===== config.mk =====
export PLATFORM = sky130hd
export DESIGN_NAME = generation_scheduler
export DESIGN_NICKNAME = d
export VERILOG_FILES = /design/src/rtl/generation_scheduler.sv
export SDC_FILE = /design/constraint.sdc
export NUM_CORES = 1
export LEC_CHECK = 0
export BUFFER_PORTS_ARGS = -buffer_cell sky130_fd_sc_hd__buf_2
export CAP_MARGIN = 10
export CORE_MARGIN = 5
export CORE_UTILIZATION = 49
export DETAILED_ROUTE_END_ITERATION = 16
export HOLD_SLACK_MARGIN = 0.15
export PLACE_DENSITY = 0.72
export SETUP_SLACK_MARGIN = 0.1
export SLEW_MARGIN = 20
export SYNTH_ARGS = -nofsm -noshare
export SYNTH_HDL_FRONTEND = slang
export SYNTH_SLANG_ARGS = --single-unit

===== constraint.sdc =====
create_clock -name clk_in -period 2.4 [get_ports clk_in]
set_input_delay 0.24 -clock clk_in [delete_from_list [all_inputs] [get_ports clk_in]]
set_output_delay 0.24 -clock clk_in [all_outputs]
set_load 0.1 [all_outputs]

===== src/rtl/generation_scheduler.sv =====
`default_nettype none
// ============================================================================
// Module   : generation_scheduler
// Purpose  : Sequences one Game of Life generation at a time: starts
//            life_logic, paces generations by VGA frame count, and issues a
//            single-cycle double_buffer swap only on a frame boundary.
//            Supports free-run at a selectable speed, pause and single-step.
// Revision : 1.0  initial release
// ============================================================================
module generation_scheduler #(
  parameter int LOG_MAX_SPEED   = 3,
  parameter int GEN_COUNT_WIDTH = 16
) (
  input  logic                       clk_in,
  input  logic                       rst_in,
  input  logic                       run_in,
  input  logic                       step_in,
  input  logic [LOG_MAX_SPEED-1:0]   speed_in,
  input  logic                       vsync_in,
  input  logic                       logic_done_in,
  output logic                       logic_start_out,
  output logic                       swap_out,
  output logic                       busy_out,
  output logic [GEN_COUNT_WIDTH-1:0] gen_count_out
);

  // One extra bit so the slowest setting (2**LOG_MAX_SPEED frames) fits.
  localparam int CNT_W = LOG_MAX_SPEED + 1;
  localparam logic [CNT_W-1:0] MAX_FRAMES = CNT_W'(2 ** LOG_MAX_SPEED);

  typedef enum logic [2:0] {
    IDLE       = 3'd0,
    START      = 3'd1,
    COMPUTE    = 3'd2,
    WAIT_FRAME = 3'd3,
    SWAP       = 3'd4
  } state_t;

  state_t                     state_q, state_d;
  logic [CNT_W-1:0]           frame_cnt_q, frame_cnt_d;
  logic [GEN_COUNT_WIDTH-1:0] gen_count_q, gen_count_d;
  logic                       vsync_q;

  logic                       tick;
  logic                       last_frame;
  logic [CNT_W-1:0]           frame_cnt_dec;
  logic [CNT_W-1:0]           frames_per_gen;

  // Falling edge of the active-low vsync marks the start of a new frame.
  assign tick           = vsync_q & ~vsync_in;
  assign last_frame     = (frame_cnt_q <= CNT_W'(1));
  assign frame_cnt_dec  = (frame_cnt_q == '0) ? '0 : frame_cnt_q - CNT_W'(1);
  assign frames_per_gen = MAX_FRAMES - {1'b0, speed_in};

  // State, frame counter, generation counter and vsync history registers.
  always_ff @(posedge clk_in) begin
    if (rst_in) begin
      state_q     <= IDLE;
      frame_cnt_q <= '0;
      gen_count_q <= '0;
      vsync_q     <= 1'b1;
    end else begin
      state_q     <= state_d;
      frame_cnt_q <= frame_cnt_d;
      gen_count_q <= gen_count_d;
      vsync_q     <= vsync_in;
    end
  end

  // Next-state logic; swaps are only ever launched from a frame tick.
  always_comb begin
    state_d     = state_q;
    frame_cnt_d = frame_cnt_q;
    gen_count_d = gen_count_q;
    case (state_q)
      IDLE: begin
        // step_in seen in any other state is simply dropped.
        if (run_in | step_in) state_d = START;
      end
      START: begin
        // speed_in is sampled only here; a tick in this cycle is ignored.
        frame_cnt_d = frames_per_gen;
        state_d     = COMPUTE;
      end
      COMPUTE: begin
        if (tick) frame_cnt_d = frame_cnt_dec;
        if (logic_done_in & tick & last_frame) state_d = SWAP;
        else if (logic_done_in)                state_d = WAIT_FRAME;
      end
      WAIT_FRAME: begin
        // With the count already at zero the swap waits for the next tick.
        if (tick) frame_cnt_d = frame_cnt_dec;
        if (tick & last_frame) state_d = SWAP;
      end
      SWAP: begin
        gen_count_d = gen_count_q + GEN_COUNT_WIDTH'(1);
        state_d     = IDLE;
      end
      default: state_d = IDLE;
    endcase
  end

  assign logic_start_out = (state_q == START);
  assign swap_out        = (state_q == SWAP);
  assign busy_out        = (state_q != IDLE);
  assign gen_count_out   = gen_count_q;

endmodule
`default_nettype wire


==> results.py <==
metrics = {
    "clock_tree": {
        "cts_setup_buffers": 0,
        "cts_sinks": 24,
        "clock_latency_ns": 0.30,
        "cts_buffers": 3,
        "h-tree-depth": 1,
        "cts_buffer_depth": 2,
        "clk_pin_slew_ns": 0.12,
        "cts_tree": "done",
        "cts_root_buf": "clkbuf_4",
    },
    "synth": {
        "netlist_area_um2": 1230,
        "netlist_top_cells_area": "dfxtp_1 39%, nor2_1 6.1%, xnor2_1 5.0%",
        "post-synth-top-area-cell": "dfxtp_1",
        "synth-edff-count": 0,
        "yosysWarnings": 0,
        "ys_seq_elements": 24,
        "ys_types": 38,
        "ys_async_sr_fraction_pct": 0,
        "synth-main-ff-cell": "dfxtp_1",
        "synth_nets": 152,
        "avgSynthCellArea_um2": 8.71,
        "synth_seq_area_share_pct": 39.1,
        "synth_cells": 141,
        "netlist.area_leader.share_pct": 39.1,
    },
    "grt": {
        "grt_max_degree": 28,
        "grt_pass1_wl_um": 4230,
        "antenna_found_initial": 0,
        "grt_usage_pct": 15.1,
        "grt_overflow": 0,
        "grt_pass1_vias": 932,
    },
    "critical_path": {
        "start_kind": "flip-flop",
        "path_cells": "nor3b_4 > buf_2",
        "crit_slowest_cell": "dfxtp_1",
        "critPathKind": "flip-flop to primary output",
        "critPathCapture": "swap_out",
        "r2r_start": "state_q[2]",
        "cp_max_fo": 10,
        "crit_path_max_incr_delay_ns": 0.56,
        "reg2regPathDepth": 4,
        "cp.arrival_ns": 1.69,
        "required_ns": 2.16,
        "startpoint": "state_q[2]",
        "end_kind": "primary output",
        "rrSetupSlack_ns": 0.79,
        "r2r-end": "gen_count_out[15]",
    },
    "sta": {
        "min_period_over_period_pct": 80.3,
        "min_period_ns": 1.93,
        "finalHoldViolCount": 0,
        "finalSetupViolCount": 0,
        "worstMarginPinSlew_ns": 0.488,
        "max_freq_ghz": 0.519,
        "maxSlewHeadroom_pct": 67.7,
        "slew_viol_final": 0,
        "rsz0062_at_grt": "no",
        "finalClockSkew_ns": 0.00233,
        "finalSetupTns_ns": 0,
    },
    "place": {
        "hpwlAfterDp_um": 1780,
        "place_congestion": 0.775,
        "io_buffers": 27,
    },
    "layout": {
        "multiInputGateArea_um2": 702,
        "seqCellArea_um2": 480,
        "antenna_cells": 0,
        "syn2layout_area_growth_pct": 14.9,
        "layout.nets": 179,
        "nFillCells": 229,
        "drive_above_1_share_pct": 23.5,
    },
    "routing": {
        "via_per_inst": 5.34,
        "drc": 0,
        "drt-initial-drc-count": 34,
        "wl_per_cell_um": 11.9,
        "dr_total_vias": 1046,
        "wl_um": 2330,
        "ant_nets": 0,
        "dr.pass1.iters": 4,
    },
    "power_and_ir_drop": {
        "power_leakage_nw": 0.591,
        "powerDensity_nw_per_um2": 603,
        "power.total_uw": 850,
        "ir_worst_vdd_uv": 639,
    },
    "die": {
        "initial_core_util_pct": 50.5,
        "core_region_area_um2": 2430,
        "pin_count": 28,
        "die_h_um": 60.1,
        "fp.dieW_um": 60.1,
        "die_area_um2": 3610,
        "rows": 18,
    },
    "job": {
        "drv_cap": 0,
    },
    "status": {
        "status": "finished clean",
    },
    "worst_hold_path": {
        "hp-class": "input port to flip-flop",
    },
}
[what timing repair did]
action / CTS / global route
gates resized for setup: 0 / 0
hold buffers: 1 / 0
hold endpoints to repair: 1 / 0
[cells in the final DEF (no fill, tap or decap), drive strengths merged]
cell type,n
dfxtp,24
nand4,5
clkbuf,3
nor4,4
mux2i,1
dlygate4sd3,1
nor2b,5
nand3,3
a21oi,9
o21ai,1
o21bai,1
nor2,20
a32o,1
o211ai,1
xor2,6
mux2,2
and3,3
ha,2
or2,1
xnor2,7
o41ai,1
nor3,9
nand4bb,1
and2,2
and4bb,1
nand3b,1
nor4b,1
nor3b,1
a31o,2
inv,6
buf,27
a211oi,4
nand2,7
nand2b,2
or3,1
[cell usage after synthesis (3+ instances only)]
library cell and instances:
a211oi_1 4, clkbuf_1 3, a21oi_1 8, nor2b_1 5, nor4_1 4, inv_1 6, nor2_1 20, nand4_1 4
xor2_1 6, xnor2_1 7, nor3_1 9, and3_1 3, nand3_1 3, nand2_1 7, dfxtp_1 24
[per-layer routing]
| layer | GRT usage, % | vias up | share of wire [%] |
|---|---|---|---|
| met2 | 23.3 | 25 | 43 |
| li1 | - | 543 | - |
| met4 | 7.59 | 0 | 1.8 |
| met1 | 20.5 | 474 | 49 |
| met5 | 0 | - | 0 |
| met3 | 1.94 | 4 | 6.0 |
[worst min-delay path by stage]
stage                           endpoint  cells after the start        start  slack [ns]
after floorplan                  vsync_q                      1     vsync_in        0.35
after global placement           vsync_q                      2     vsync_in        0.45
after detailed placement         vsync_q                      2     vsync_in        0.46
after CTS                 frame_cnt_q[0]                      3  speed_in[0]        0.25
after global routing      frame_cnt_q[0]                      3  speed_in[0]        0.26
final                     frame_cnt_q[0]                      3  speed_in[0]        0.28
[stage by stage]
stage | cells | instance area (um^2) | util, % | setup WS (ns) | hold WS (ns)
2_1_floorplan | 141 | 1230 | - | 0.216 | 0.347
3_3_place_gp | 192 | 1380 | 56.6 | 0.852 | 0.455
3_5_place_dp | 192 | 1380 | 56.6 | 0.799 | 0.458
4_1_cts | 196 | 1410 | 58.0 | 0.446 | 0.252
5_1_grt | 196 | 1410 | 58.0 | 0.370 | 0.257
6_report | 196 | 1410 | 58.0 | 0.474 | 0.275
[cells by family after synthesis]
| logic type | after synthesis | synth area share [%] |
|---|---|---|
| muxes | 3 | 2.65 |
| xor gates and xnor gates | 13 | 9.28 |
| AOI/OAI and AO/OA | 20 | 11.0 |
| buffers and inverters | 12 | 4.18 |
| and+or+nand+nor | 67 | 31.7 |
| DFF | 24 | 39.1 |
| adders and majority gates | 2 | 2.04 |
[registers in the layout (all words and copies together) (netlist names)]
signal	count
frame_cnt_q	4
vsync_q	1
gen_count_out	16
state_q	3
[final cells by class]
| cell class | instances | area share [%] |
|---|---|---|
| Inverter | 6 | 1.60 |
| Tap cell | 30 | 2.66 |
| Sequential cell | 24 | 34.1 |
| Timing Repair Buffer | 28 | 10.3 |
| Multi-Input combinational cell | 105 | 49.8 |
| Clock buffer | 3 | 1.60 |
[critical path, delay by kind of cell (launching register included)]
| kind | cells | cell delay [ns] |
|---|---|---|
| buffers and inverters | 1 | 0.48 |
| flip-flops | 1 | 0.56 |
| AND/OR/NAND/NOR | 1 | 0.34 |
[report_power, final]
group          internal, mW  switching (mW)  total (mW)
Combinational        0.0711           0.151       0.222
Sequential            0.420          0.0403       0.461
Clock                0.0586           0.109       0.168
Total                 0.550           0.301       0.850
(Power assumes the default switching activity.)
